## config.mk

```make
export PLATFORM = sky130hd
export DESIGN_NAME = motor_pwm_ctrl_flat
export DESIGN_NICKNAME = d
export VERILOG_FILES = /design/src/rtl/kart_pkg.sv /design/src/rtl/motor_pwm_ctrl_if.sv /design/src/rtl/motor_pwm_ctrl_channel.sv /design/src/rtl/motor_pwm_ctrl.sv /design/src/flat_wrapper.sv
export SDC_FILE = /design/constraint.sdc
export NUM_CORES = 1
export LEC_CHECK = 0
export CAP_MARGIN = 20
export CORE_MARGIN = 2
export CORE_UTILIZATION = 50
export DETAILED_ROUTE_END_ITERATION = 16
export DONT_BUFFER_PORTS = 1
export PLACE_DENSITY = 0.63
export SLEW_MARGIN = 20
export SYNTH_ARGS = -nofsm -noshare
export SYNTH_HDL_FRONTEND = slang
export SYNTH_HIERARCHICAL = 1
export SYNTH_SLANG_ARGS = --single-unit
```

## constraint.sdc

```tcl
create_clock -name clk -period 9 [get_ports clk]
set_input_delay 0.45 -clock clk [delete_from_list [all_inputs] [get_ports clk]]
set_output_delay 0.45 -clock clk [all_outputs]
set_load 0.005 [all_outputs]
```

## src/rtl/kart_pkg.sv

```systemverilog
// Shared kart definitions: motion commands from the direction decoder, H-bridge pin codes,
// wheel direction and motor channel FSM states.
package kart_pkg;

  localparam logic [2:0] STOP      = 3'b000;
  localparam logic [2:0] FORWARD   = 3'b001;
  localparam logic [2:0] LEFT      = 3'b010;
  localparam logic [2:0] RIGHT     = 3'b011;
  localparam logic [2:0] BACKWARD  = 3'b101;
  localparam logic [2:0] BACKLEFT  = 3'b110;
  localparam logic [2:0] BACKRIGHT = 3'b111;

  localparam logic [1:0] FWD   = 2'b10;
  localparam logic [1:0] REV   = 2'b01;
  localparam logic [1:0] COAST = 2'b00;
  localparam logic [1:0] BRAKE = 2'b11;

  typedef enum logic {
    DIR_FWD = 1'b0,
    DIR_REV = 1'b1
  } wheel_dir_t;

  typedef enum logic {
    CH_RUN  = 1'b0,
    CH_DEAD = 1'b1
  } chan_state_t;

  function automatic logic [1:0] dir_pins(input wheel_dir_t dir);
    logic [1:0] pins;
    if (dir == DIR_REV) begin
      pins = REV;
    end else begin
      pins = FWD;
    end
    return pins;
  endfunction

endpackage

```

## src/rtl/motor_pwm_ctrl_if.sv

```systemverilog
// Motion command in, H-bridge direction pins and PWM enables out.
interface motor_pwm_ctrl_if;
  logic [2:0] state;
  logic [1:0] l_in;
  logic [1:0] r_in;
  logic       pwm_l;
  logic       pwm_r;

  modport master (output state, input l_in, input r_in, input pwm_l, input pwm_r);
  modport slave  (input state, output l_in, output r_in, output pwm_l, output pwm_r);
endinterface

```

## src/rtl/motor_pwm_ctrl_channel.sv

```systemverilog
// One wheel: soft-start duty ramp, RUN/DEAD reversal FSM and registered bridge pins / PWM.
// MOTOR_BRAKE_EN selects active brake (11) instead of coast (00) whenever the wheel is idle.
module motor_channel
  import kart_pkg::*;
#(
  parameter int PWM_BITS     = 10,
  parameter int RAMP_STEP    = 8,
  parameter int DEAD_PERIODS = 4
) (
  input  logic                clk,
  input  logic                reset,
  input  logic                boundary,
  input  logic [PWM_BITS-1:0] pwm_cnt,
  input  wheel_dir_t          tgt_dir,
  input  logic [PWM_BITS-1:0] tgt_duty,
  output logic [1:0]          pins,
  output logic                pwm
);

  localparam int DCW = (DEAD_PERIODS > 1) ? $clog2(DEAD_PERIODS) : 1;
  localparam logic [PWM_BITS-1:0] STEP      = PWM_BITS'(RAMP_STEP);
  localparam logic [DCW-1:0]      DEAD_LAST = DCW'(DEAD_PERIODS - 1);
`ifdef MOTOR_BRAKE_EN
  localparam logic [1:0] IDLE_PINS = BRAKE;
`else
  localparam logic [1:0] IDLE_PINS = COAST;
`endif

  chan_state_t         state_r, state_s;
  wheel_dir_t          dir_r, dir_s;
  logic [PWM_BITS-1:0] duty_r, duty_s, goal_s;
  logic [DCW-1:0]      dead_cnt_r, dead_cnt_s;
  logic [1:0]          pins_r, pins_s;
  logic                pwm_r;

  // Next channel state, evaluated only on the PWM period boundary
  always_comb begin
    state_s    = state_r;
    dir_s      = dir_r;
    duty_s     = duty_r;
    dead_cnt_s = dead_cnt_r;
    goal_s     = tgt_duty;
    if (boundary) begin
      case (state_r)
        CH_RUN: begin
          // A reversal first ramps to zero; a zero target never reverses
          if ((tgt_duty != '0) && (tgt_dir != dir_r)) begin
            goal_s = '0;
            if (duty_r == '0) begin
              state_s    = CH_DEAD;
              dead_cnt_s = '0;
            end else begin
              state_s = CH_RUN;
            end
          end else begin
            goal_s = tgt_duty;
          end
          if (goal_s > duty_r) begin
            duty_s = ((goal_s - duty_r) > STEP) ? (duty_r + STEP) : goal_s;
          end else begin
            duty_s = ((duty_r - goal_s) > STEP) ? (duty_r - STEP) : goal_s;
          end
        end
        CH_DEAD: begin
          duty_s = '0;
          if (dead_cnt_r == DEAD_LAST) begin
            state_s    = CH_RUN;
            dead_cnt_s = '0;
            dir_s      = (tgt_duty != '0) ? tgt_dir : dir_r;
          end else begin
            dead_cnt_s = dead_cnt_r + DCW'(1);
          end
        end
        default: begin
          state_s = CH_RUN;
          duty_s  = '0;
        end
      endcase
    end else begin
      state_s = state_r;
    end
  end

  // Bridge pins follow the present duty/state; idle whenever no drive is applied
  always_comb begin
    pins_s = IDLE_PINS;
    if ((state_r == CH_RUN) && (duty_r != '0)) begin
      pins_s = dir_pins(dir_r);
    end else begin
      pins_s = IDLE_PINS;
    end
  end

  // Channel state and registered outputs
  always_ff @(posedge clk) begin
    if (reset) begin
      state_r    <= CH_RUN;
      dir_r      <= DIR_FWD;
      duty_r     <= '0;
      dead_cnt_r <= '0;
      pins_r     <= COAST;
      pwm_r      <= 1'b0;
    end else begin
      state_r    <= state_s;
      dir_r      <= dir_s;
      duty_r     <= duty_s;
      dead_cnt_r <= dead_cnt_s;
      pins_r     <= pins_s;
      pwm_r      <= (pwm_cnt < duty_r);
    end
  end

  assign pins = pins_r;
  assign pwm  = pwm_r;

endmodule

```

## src/rtl/motor_pwm_ctrl.sv

```systemverilog
// Two-wheel H-bridge driver: command synchronizer, command decoder and shared PWM counter
// feeding two motor_channel instances. MOTOR_BRAKE_EN selects brake instead of coast when idle.
module motor_pwm_ctrl
  import kart_pkg::*;
#(
  parameter int PWM_BITS     = 10,
  parameter int DUTY_FULL    = 700,
  parameter int DUTY_INNER   = 300,
  parameter int RAMP_STEP    = 8,
  parameter int DEAD_PERIODS = 4
) (
  input logic             clk,
  input logic             reset,
  motor_pwm_ctrl_if.slave bus
);

  if ((DUTY_FULL < 0) || (DUTY_FULL >= (1 << PWM_BITS))) begin : g_bad_full
    $error("DUTY_FULL out of range for PWM_BITS");
  end
  if ((DUTY_INNER < 0) || (DUTY_INNER >= (1 << PWM_BITS))) begin : g_bad_inner
    $error("DUTY_INNER out of range for PWM_BITS");
  end
  if ((RAMP_STEP < 1) || (RAMP_STEP >= (1 << PWM_BITS))) begin : g_bad_step
    $error("RAMP_STEP out of range for PWM_BITS");
  end
  if (DEAD_PERIODS < 1) begin : g_bad_dead
    $error("DEAD_PERIODS must be at least 1");
  end

  localparam logic [PWM_BITS-1:0] FULL_DUTY  = PWM_BITS'(DUTY_FULL);
  localparam logic [PWM_BITS-1:0] INNER_DUTY = PWM_BITS'(DUTY_INNER);

  logic [2:0]          sync1_r, sync2_r;
  logic [PWM_BITS-1:0] pwm_cnt_r;
  logic                boundary_s;
  wheel_dir_t          l_dir_s, r_dir_s;
  logic [PWM_BITS-1:0] l_duty_s, r_duty_s;
  logic [1:0]          l_pins_s, r_pins_s;
  logic                l_pwm_s, r_pwm_s;

  // Command crosses from the decoder's divided clock; two-flop synchronizer plus PWM counter
  always_ff @(posedge clk) begin
    if (reset) begin
      sync1_r   <= 3'b000;
      sync2_r   <= 3'b000;
      pwm_cnt_r <= '0;
    end else begin
      sync1_r   <= bus.state;
      sync2_r   <= sync1_r;
      pwm_cnt_r <= pwm_cnt_r + PWM_BITS'(1);
    end
  end

  assign boundary_s = &pwm_cnt_r;

  // Motion command to per-wheel target direction and duty
  always_comb begin
    l_dir_s  = DIR_FWD;
    r_dir_s  = DIR_FWD;
    l_duty_s = '0;
    r_duty_s = '0;
    case (sync2_r)
      FORWARD: begin
        l_duty_s = FULL_DUTY;
        r_duty_s = FULL_DUTY;
      end
      BACKWARD: begin
        l_dir_s  = DIR_REV;
        r_dir_s  = DIR_REV;
        l_duty_s = FULL_DUTY;
        r_duty_s = FULL_DUTY;
      end
      LEFT: begin
        l_duty_s = INNER_DUTY;
        r_duty_s = FULL_DUTY;
      end
      RIGHT: begin
        l_duty_s = FULL_DUTY;
        r_duty_s = INNER_DUTY;
      end
      BACKLEFT: begin
        l_dir_s  = DIR_REV;
        r_dir_s  = DIR_REV;
        l_duty_s = INNER_DUTY;
        r_duty_s = FULL_DUTY;
      end
      BACKRIGHT: begin
        l_dir_s  = DIR_REV;
        r_dir_s  = DIR_REV;
        l_duty_s = FULL_DUTY;
        r_duty_s = INNER_DUTY;
      end
      default: begin
        l_duty_s = '0;
        r_duty_s = '0;
      end
    endcase
  end

  motor_channel #(
    .PWM_BITS    (PWM_BITS),
    .RAMP_STEP   (RAMP_STEP),
    .DEAD_PERIODS(DEAD_PERIODS)
  ) u_left (
    .clk     (clk),
    .reset   (reset),
    .boundary(boundary_s),
    .pwm_cnt (pwm_cnt_r),
    .tgt_dir (l_dir_s),
    .tgt_duty(l_duty_s),
    .pins    (l_pins_s),
    .pwm     (l_pwm_s)
  );

  motor_channel #(
    .PWM_BITS    (PWM_BITS),
    .RAMP_STEP   (RAMP_STEP),
    .DEAD_PERIODS(DEAD_PERIODS)
  ) u_right (
    .clk     (clk),
    .reset   (reset),
    .boundary(boundary_s),
    .pwm_cnt (pwm_cnt_r),
    .tgt_dir (r_dir_s),
    .tgt_duty(r_duty_s),
    .pins    (r_pins_s),
    .pwm     (r_pwm_s)
  );

  assign bus.l_in  = l_pins_s;
  assign bus.r_in  = r_pins_s;
  assign bus.pwm_l = l_pwm_s;
  assign bus.pwm_r = r_pwm_s;

endmodule

```

## src/flat_wrapper.sv

```systemverilog
// flat-port wrapper written by rule: the top's interface ports become plain ports
module motor_pwm_ctrl_flat import kart_pkg::*;
#(
  parameter int PWM_BITS     = 10,
  parameter int DUTY_FULL    = 700,
  parameter int DUTY_INNER   = 300,
  parameter int RAMP_STEP    = 8,
  parameter int DEAD_PERIODS = 4
)
  (clk, reset, bus_state, bus_l_in, bus_r_in, bus_pwm_l, bus_pwm_r);
  motor_pwm_ctrl_if bus_i ();
  input logic clk;
  input logic reset;
  input wire logic [$bits(bus_i.state)-1:0] bus_state;
  output wire logic [$bits(bus_i.l_in)-1:0] bus_l_in;
  output wire logic [$bits(bus_i.r_in)-1:0] bus_r_in;
  output wire logic [$bits(bus_i.pwm_l)-1:0] bus_pwm_l;
  output wire logic [$bits(bus_i.pwm_r)-1:0] bus_pwm_r;
  assign bus_i.state = bus_state;
  assign bus_l_in = bus_i.l_in;
  assign bus_r_in = bus_i.r_in;
  assign bus_pwm_l = bus_i.pwm_l;
  assign bus_pwm_r = bus_i.pwm_r;
  motor_pwm_ctrl #(.PWM_BITS(PWM_BITS), .DUTY_FULL(DUTY_FULL), .DUTY_INNER(DUTY_INNER), .RAMP_STEP(RAMP_STEP), .DEAD_PERIODS(DEAD_PERIODS)) u_core (.clk(clk), .reset(reset), .bus(bus_i));
endmodule
```

# After elaboration in Yosys (flattened, before gate mapping)
# Index checks and enable logic that the tools add are counted.
[op_classes] eq_ne=14 n_reduce_logical=22 mux=35 add_sub_neg=11 bitwise=4 magnitude_cmp=8
[ops] cell="2-to-1 mux 10 bit" count=12
[ops] cell="case mux 10 bit (2 select lines)" count=4
[ops] cell="greater-than comparator 10 x 4 -> 1 bit, second input constant" count=4
[ops] cell="nonzero test 10 bit" count=4
[ops] cell="subtractor 10 bit" count=4
[ops] cell="AND reduction 13 bit" count=2
[ops] cell="AND reduction 12 bit" count=2
[ops] cell="adder 10 x 4 -> 10 bit, second input constant" count=2
[ops] cell="greater-than comparator 10 bit" count=2
[ops] cell="zero test 10 bit" count=2
[ops] cell="less-than comparator 10 bit" count=2
[ops] cell="subtractor 10 x 4 -> 10 bit, second input constant" count=2
[ops] cell="2-to-1 mux 2 bit" count=8
[ops] cell="adder 10 x 1 -> 10 bit, second input constant" count=1
[ops] cell="AND reduction 10 bit" count=1
[ops] cell="equality test 3 bit, second input constant" count=3
[ops] cell="inequality test 2 bit, second input constant" count=4
[ops] cell="case mux 2 bit (2 select lines)" count=2
[ops] cell="OR reduction 2 bit" count=4
[ops] cell="OR reduction 4 bit" count=2
[ops] cell="2-to-1 mux 1 bit" count=7
[ops] cell="equality test 3 x 2 -> 1 bit, second input constant" count=2
[ops] cell="adder 2 x 1 -> 2 bit, second input constant" count=2
[ops] cell="equality test 2 bit, second input constant" count=2
[ops] cell="other kinds (6)" count=14
[totals] out_inout_bits=6 reg_bits=50 wordCells=109

# Logic depth before layout (Yosys ltp)
[depth] word_depth=13 ltp_mapped=18 ltp_nobuf=16

# By module
# The synthesis kept the hierarchy.
[modules_own_cells] mod="motor_channel at u_core.u_right" n_inst=1 cells_each=328 area_each_um2=2461.1
[modules_own_cells] mod="motor_channel at u_core.u_left" n_inst=1 cells_each=317 area_each_um2=2396.0
[modules_own_cells] mod="motor_pwm_ctrl" n_inst=1 cells_each=68 area_each_um2=644.4

# Worst setup path after synthesis
# Ideal clock, no wire load.
[synth_timing] path_kind="reg-to-reg" startpoint="register u_core.sync2_r[0]" endpoint="register u_core.u_left.duty_r[5]" setup_time_ps=120 period_less_slack_ps=4394 arrival_time_ps=4274 path_buffers=3 path_stages_with_launch=18 setup_slack_ps=4606 path_cell_list="dfxtp_1 or2_2 and2_1 xnor2_2 buf_6 buf_2 nand2_1 ha_1 buf_2 a21oi_1 nand2_1 maj3_1 a31oi_1 mux2_2 a31oi_1 a21o_1 a221oi_1 a211o_1"
[synth_via] elab_chain_len=13 elab_cells_between_ends=26
[synth_rtl] item="start, declared" line="motor_pwm_ctrl.sv:33" rtl="logic [2:0] sync1_r, sync2_r;"
[synth_rtl] item="start signal, assigned" line="motor_pwm_ctrl.sv:49" rtl="sync2_r <= sync1_r;"
[synth_rtl] item="equality test 3 x 1 -> 1 bit, or another cell as far along" line="motor_pwm_ctrl.sv:62" rtl="case (sync2_r)"
[synth_rtl] item="OR reduction 4 bit (no source line) or OR reduction 2 bit (tied branches)"
[synth_rtl] item="case mux 10 bit (2 select lines) (*)" line="motor_pwm_ctrl.sv:62"
[synth_rtl] item="named net u_core.l_duty_s[2]" line="motor_pwm_ctrl.sv:37" rtl="logic [PWM_BITS-1:0] l_duty_s, r_duty_s;"
[synth_rtl] item="nonzero test 10 bit" line="motor_pwm_ctrl_channel.sv:47" rtl="if ((tgt_duty != '0) && (tgt_dir != dir_r)) begin"
[synth_rtl] item="logical AND 1 bit" line="motor_pwm_ctrl_channel.sv:47"
[synth_rtl] item="2-to-1 mux 10 bit (*)" line="motor_pwm_ctrl_channel.sv:47"
[synth_rtl] item="2-to-1 mux 10 bit (*)" line="motor_pwm_ctrl_channel.sv:44" rtl="case (state_r)"
[synth_rtl] item="2-to-1 mux 10 bit (*)" line="motor_pwm_ctrl_channel.sv:43" rtl="if (boundary) begin"
[synth_rtl] item="subtractor 10 bit (on tied branches)" line="motor_pwm_ctrl_channel.sv:61, motor_pwm_ctrl_channel.sv:59"
[synth_rtl] item="greater-than comparator 10 x 4 -> 1 bit (on tied branches)" line="motor_pwm_ctrl_channel.sv:61, motor_pwm_ctrl_channel.sv:59"
[synth_rtl] item="2-to-1 mux 10 bit (on tied branches)" line="motor_pwm_ctrl_channel.sv:61, motor_pwm_ctrl_channel.sv:59"
[synth_rtl] item="2-to-1 mux 10 bit (*)" line="motor_pwm_ctrl_channel.sv:58" rtl="if (goal_s > duty_r) begin"
[synth_rtl] item="case mux 10 bit (2 select lines) (*)" line="motor_pwm_ctrl_channel.sv:44"
[synth_rtl] item="end signal, assigned" line="motor_pwm_ctrl_channel.sv:106" rtl="duty_r <= duty_s;"
[synth_rtl] item="end, declared" line="motor_pwm_ctrl_channel.sv:31" rtl="logic [PWM_BITS-1:0] duty_r, duty_s, goal_s;"
# The timed path passes the listed nets; every way through them passes the cells marked *. The select of a mux whose other input is x is not followed.
# A chain may end at the register's enable or synchronous reset.

# Worst setup path after layout
[layout_timing] startpoint="register u_core.sync2_r[0]" endpoint="register u_core.u_right.duty_r[3]"
[layout_via] elab_chain_len=13 elab_cells_between_ends=26
[layout_rtl] item="equality test 3 bit"
[layout_rtl] item="OR reduction 3 bit (no source line) (*)"
[layout_rtl] item="2-to-1 mux 1 bit (*)"
[layout_rtl] item="named net u_core.l_dir_s" line="motor_pwm_ctrl.sv:36" rtl="wheel_dir_t l_dir_s, r_dir_s;"
[layout_rtl] item="inequality test 1 bit (*)" line="motor_pwm_ctrl_channel.sv:47"
[layout_rtl] item="logical AND 1 bit (*)" line="motor_pwm_ctrl_channel.sv:47"
[layout_rtl] item="2-to-1 mux 10 bit (*)" line="motor_pwm_ctrl_channel.sv:47"
[layout_rtl] item="2-to-1 mux 10 bit (*)" line="motor_pwm_ctrl_channel.sv:44"
[layout_rtl] item="2-to-1 mux 10 bit (*)" line="motor_pwm_ctrl_channel.sv:43"
[layout_rtl] item="subtractor 10 bit (on tied branches)" line="motor_pwm_ctrl_channel.sv:61, motor_pwm_ctrl_channel.sv:59"
[layout_rtl] item="greater-than comparator 10 x 4 -> 1 bit (on tied branches)" line="motor_pwm_ctrl_channel.sv:61, motor_pwm_ctrl_channel.sv:59"
[layout_rtl] item="2-to-1 mux 10 bit (on tied branches)" line="motor_pwm_ctrl_channel.sv:61, motor_pwm_ctrl_channel.sv:59"
[layout_rtl] item="2-to-1 mux 10 bit (*)" line="motor_pwm_ctrl_channel.sv:58"
[layout_rtl] item="case mux 10 bit (2 select lines) (*)" line="motor_pwm_ctrl_channel.sv:44"
[layout_rtl] item="end signal, assigned" line="motor_pwm_ctrl_channel.sv:106"
[layout_rtl] item="end, declared" line="motor_pwm_ctrl_channel.sv:31"
# Marks and branches as above.

==> results.txt <==
Outcome -> finished, final reports clean
Final-stage net count -> 760
Worst-Skew Late Latency -> 0.32 ns
Overflow after GRT -> 0
R2r endpoint -> u_core/u_right/duty_r[3]
Final wirelength -> 14730 um
Post-CTS sizing -> 0
Final Worst Setup Slack -> 3.798 ns
Arrival @ worst endpoint -> 5.45 ns
Startpoint types -> register
Most common cell after layout, fill and taps aside -> nor2_1
Critical path data required time -> 9.24 ns
Hold path startpoint -> reset
# DRC -> 0
Yosys top cell area share -> 0.1819
Clock skew -> 0.01853 ns
Post-synth ARST share -> 0
Yosys top cell by area -> dfxtp_1
Total number of vias -> 5231
Fin area -> 0.005705 mm2
Initial core utilization -> 0.5097
FMAX -> 192.2 MHz
Sequential area share after synthesis -> 0.1819
Min Tclk post-route -> 5.202 ns
Largest net degree at the start of global routing -> 56
Die H -> 108.9 um
Final Util -> 0.5286
Hold_buf cts -> 0
Htree depth -> 2
Worst Hold Margin -> 0.2059 ns
R2R setup slack -> 3.80 ns
Worst vdd ir -> 0.09880 mV
Hold depth -> 1
Synthesis warning total -> 6
Number of global-route vias before repair -> 4742
Synth area leaders -> dfxtp_1 (18%), ha_1 (13%), nor2_1 (4.1%)
Worst reg2reg path startpoint -> u_core/sync2_r[0]
CTS tree -> built
Synth cell types -> 90
Core area -> 0.01079 mm2
# clock sinks -> 50
Pre-CTS setup slack -> 3.707 ns
Kind of critical path -> reg -> reg
Final setup TNS -> 0 ns
Total Power -> 703.2 uW
Syn Inst Count -> 713
Detailed Routing Iterations Pass 1 -> 5
P per Cell Area -> 123.2 mW/mm2
Most frequent cells in the layout -> nor2_1 (60), nand2_1 (57), ha_1 (55)
ANT nets after route -> 0
WL per Instance -> 17.52 um
Final-layout fill cell count -> 1059
Non-filler cells, final -> 841
Synthesized cell area -> 0.005502 mm2
FF-to-FF path depth -> 16
Num CTS Buffers -> 5
Post CTS Setup Buffer Count -> 0
Final setup vio count -> 0
Hold violation count in the final report -> 0
Number of antenna violations at the first check in global routing -> 0
Hold-critical path endpoint -> u_core/pwm_cnt_r[0]
Die area -> 0.01186 mm2
Slew Limit Headroom -> 0.3286
Layout area overhead -> 3.707%
Mean Syn Cell Area -> 7.716 um2
Reg clk slew, reported paths -> 0.10 ns
Routability cong. -> 0.9435
Io pins -> 11
Max Cap Viol -> 0
Routed vias/inst -> 6.220
Unrepaired setup endpoints after global routing -> false
Post-synth EDFFs -> 0
Core Rows -> 38
Buffers added on ports -> 0
Max-slew violations -> 0
Lkg Pwr -> 2.433 nW
Placed cell count -> 833
Hold Path Class -> in -> reg
Least-Margin Pin Slew -> 1.002 ns
N_diodes -> 0
Die width -> 108.9 um
First DRT Iteration DRCs -> 560
Global-route wire length before repair -> 24200 um
Post-DP Area -> 0.005578 mm2
Share of cells above drive strength 1 -> 0.07561
CTS root buf -> clkbuf_8
GRT Overall Usage -> 0.2571
Crit end category -> register
Final HPWL DP -> 11150 um
Final cycle utilization of the critical path -> 0.5780
Synth Register Bits -> 50
Ys flop type -> dfxtp_1
Clock Tree Buf Depth -> 2
Worst-path fanout max -> 14
[synthesized netlist by cell type (all sizes together), types with 6 or more instances]
| library cell | n |
|---|---|
| mux2i | 9 |
| a21oi | 46 |
| nand2b | 19 |
| or3 | 8 |
| nor4 | 13 |
| xnor2 | 25 |
| a221oi | 7 |
| and3 | 8 |
| ha | 55 |
| buf | 8 |
| inv | 43 |
| a31oi | 13 |
| a21o | 28 |
| dfxtp | 50 |
| a211o | 6 |
| o31ai | 6 |
| nand4 | 9 |
| nor3 | 25 |
| nor2b | 22 |
| o21ai | 27 |
| nor2 | 61 |
| nand2 | 60 |
| and2 | 9 |
| xor2 | 6 |
| clkbuf | 26 |
| nand3 | 23 |
| a211oi | 9 |
| nor3b | 6 |
[critical path, cell delays in order, from the launching register on]
cell and delay [ns]:
dfxtp_1 0.52, or2_2 0.31, and2_1 0.43, xor2_1 0.63
nand2_1 0.31, nand2_1 0.21, inv_1 0.06, ha_1 0.41
inv_2 0.12, o31ai_1 0.41, a211oi_1 0.10, a21o_1 0.18
o32a_1 0.37, and3_1 0.17, mux2_2 0.38, or3_1 0.34
a31oi_1 0.17
[registers in the layout, summed over array words and instances (netlist names)]
name and cells:
u_core/pwm_cnt_r 10, u_core/sync1_r 3, u_core/sync2_r 3, u_core/u_left/dead_cnt_r 2, u_core/u_left/dir_r 1, u_core/u_left/duty_r 10, u_core/u_left/pins 2, u_core/u_left/pwm 1
u_core/u_left/state_r 1, u_core/u_right/dead_cnt_r 2, u_core/u_right/dir_r 1, u_core/u_right/duty_r 10, u_core/u_right/pins 2, u_core/u_right/pwm 1, u_core/u_right/state_r 1
[where the power goes]
group          internal (mW)  switching, mW
combinational          0.124          0.167
clock                 0.0844         0.0838
sequential             0.231         0.0119
[area by class of cell]
type	count	area, um2	share of cell area
repair buffers	1	7.507	0.001316
well taps	140	175.2	0.03070
clock inverters	3	47.55	0.008333
inverters	43	161.4	0.02829
flip-flops and latches	50	1001	0.1754
clock buffers	5	68.82	0.01206
multi-input cells	599	4244	0.7439
[logic make-up after synthesis]
logic type	synth area share
AO/OA/AOI/OAI	0.2784
XOR/XNOR	0.05208
adder cells (fa/ha/maj)	0.1308
buffers and inverters	0.05754
flip-flops	0.1819
multiplexers	0.02456
other	0.0006816
AND/OR/NAND/NOR	0.2741
[worst max-delay path by stage]
stage                            startpoint  slack [ns]  depth (start not counted)                       end
after detailed placement  u_core/sync2_r[0]        3.71                         14   u_core/u_left/duty_r[5]
after global placement    u_core/sync2_r[0]        3.84                         14   u_core/u_left/duty_r[5]
after global routing      u_core/sync2_r[0]        3.38                         16  u_core/u_right/duty_r[3]
final                     u_core/sync2_r[0]        3.80                         16  u_core/u_right/duty_r[3]
after floorplan           u_core/sync2_r[0]        4.61                         17   u_core/u_left/duty_r[5]
after CTS                 u_core/sync2_r[0]        3.67                         14   u_core/u_left/duty_r[5]
[metal layers]
metal / GRT usage / vias up / share of wire
li1: - / 2579 / -
met1: 0.3766 / 2458 / 0.48
met2: 0.3931 / 178 / 0.44
met3: 0.04005 / 16 / 0.062
met4: 0.06227 / 0 / 0.012
met5: 0 / - / 0
Note: power is estimated with default switching activity, not from simulation.
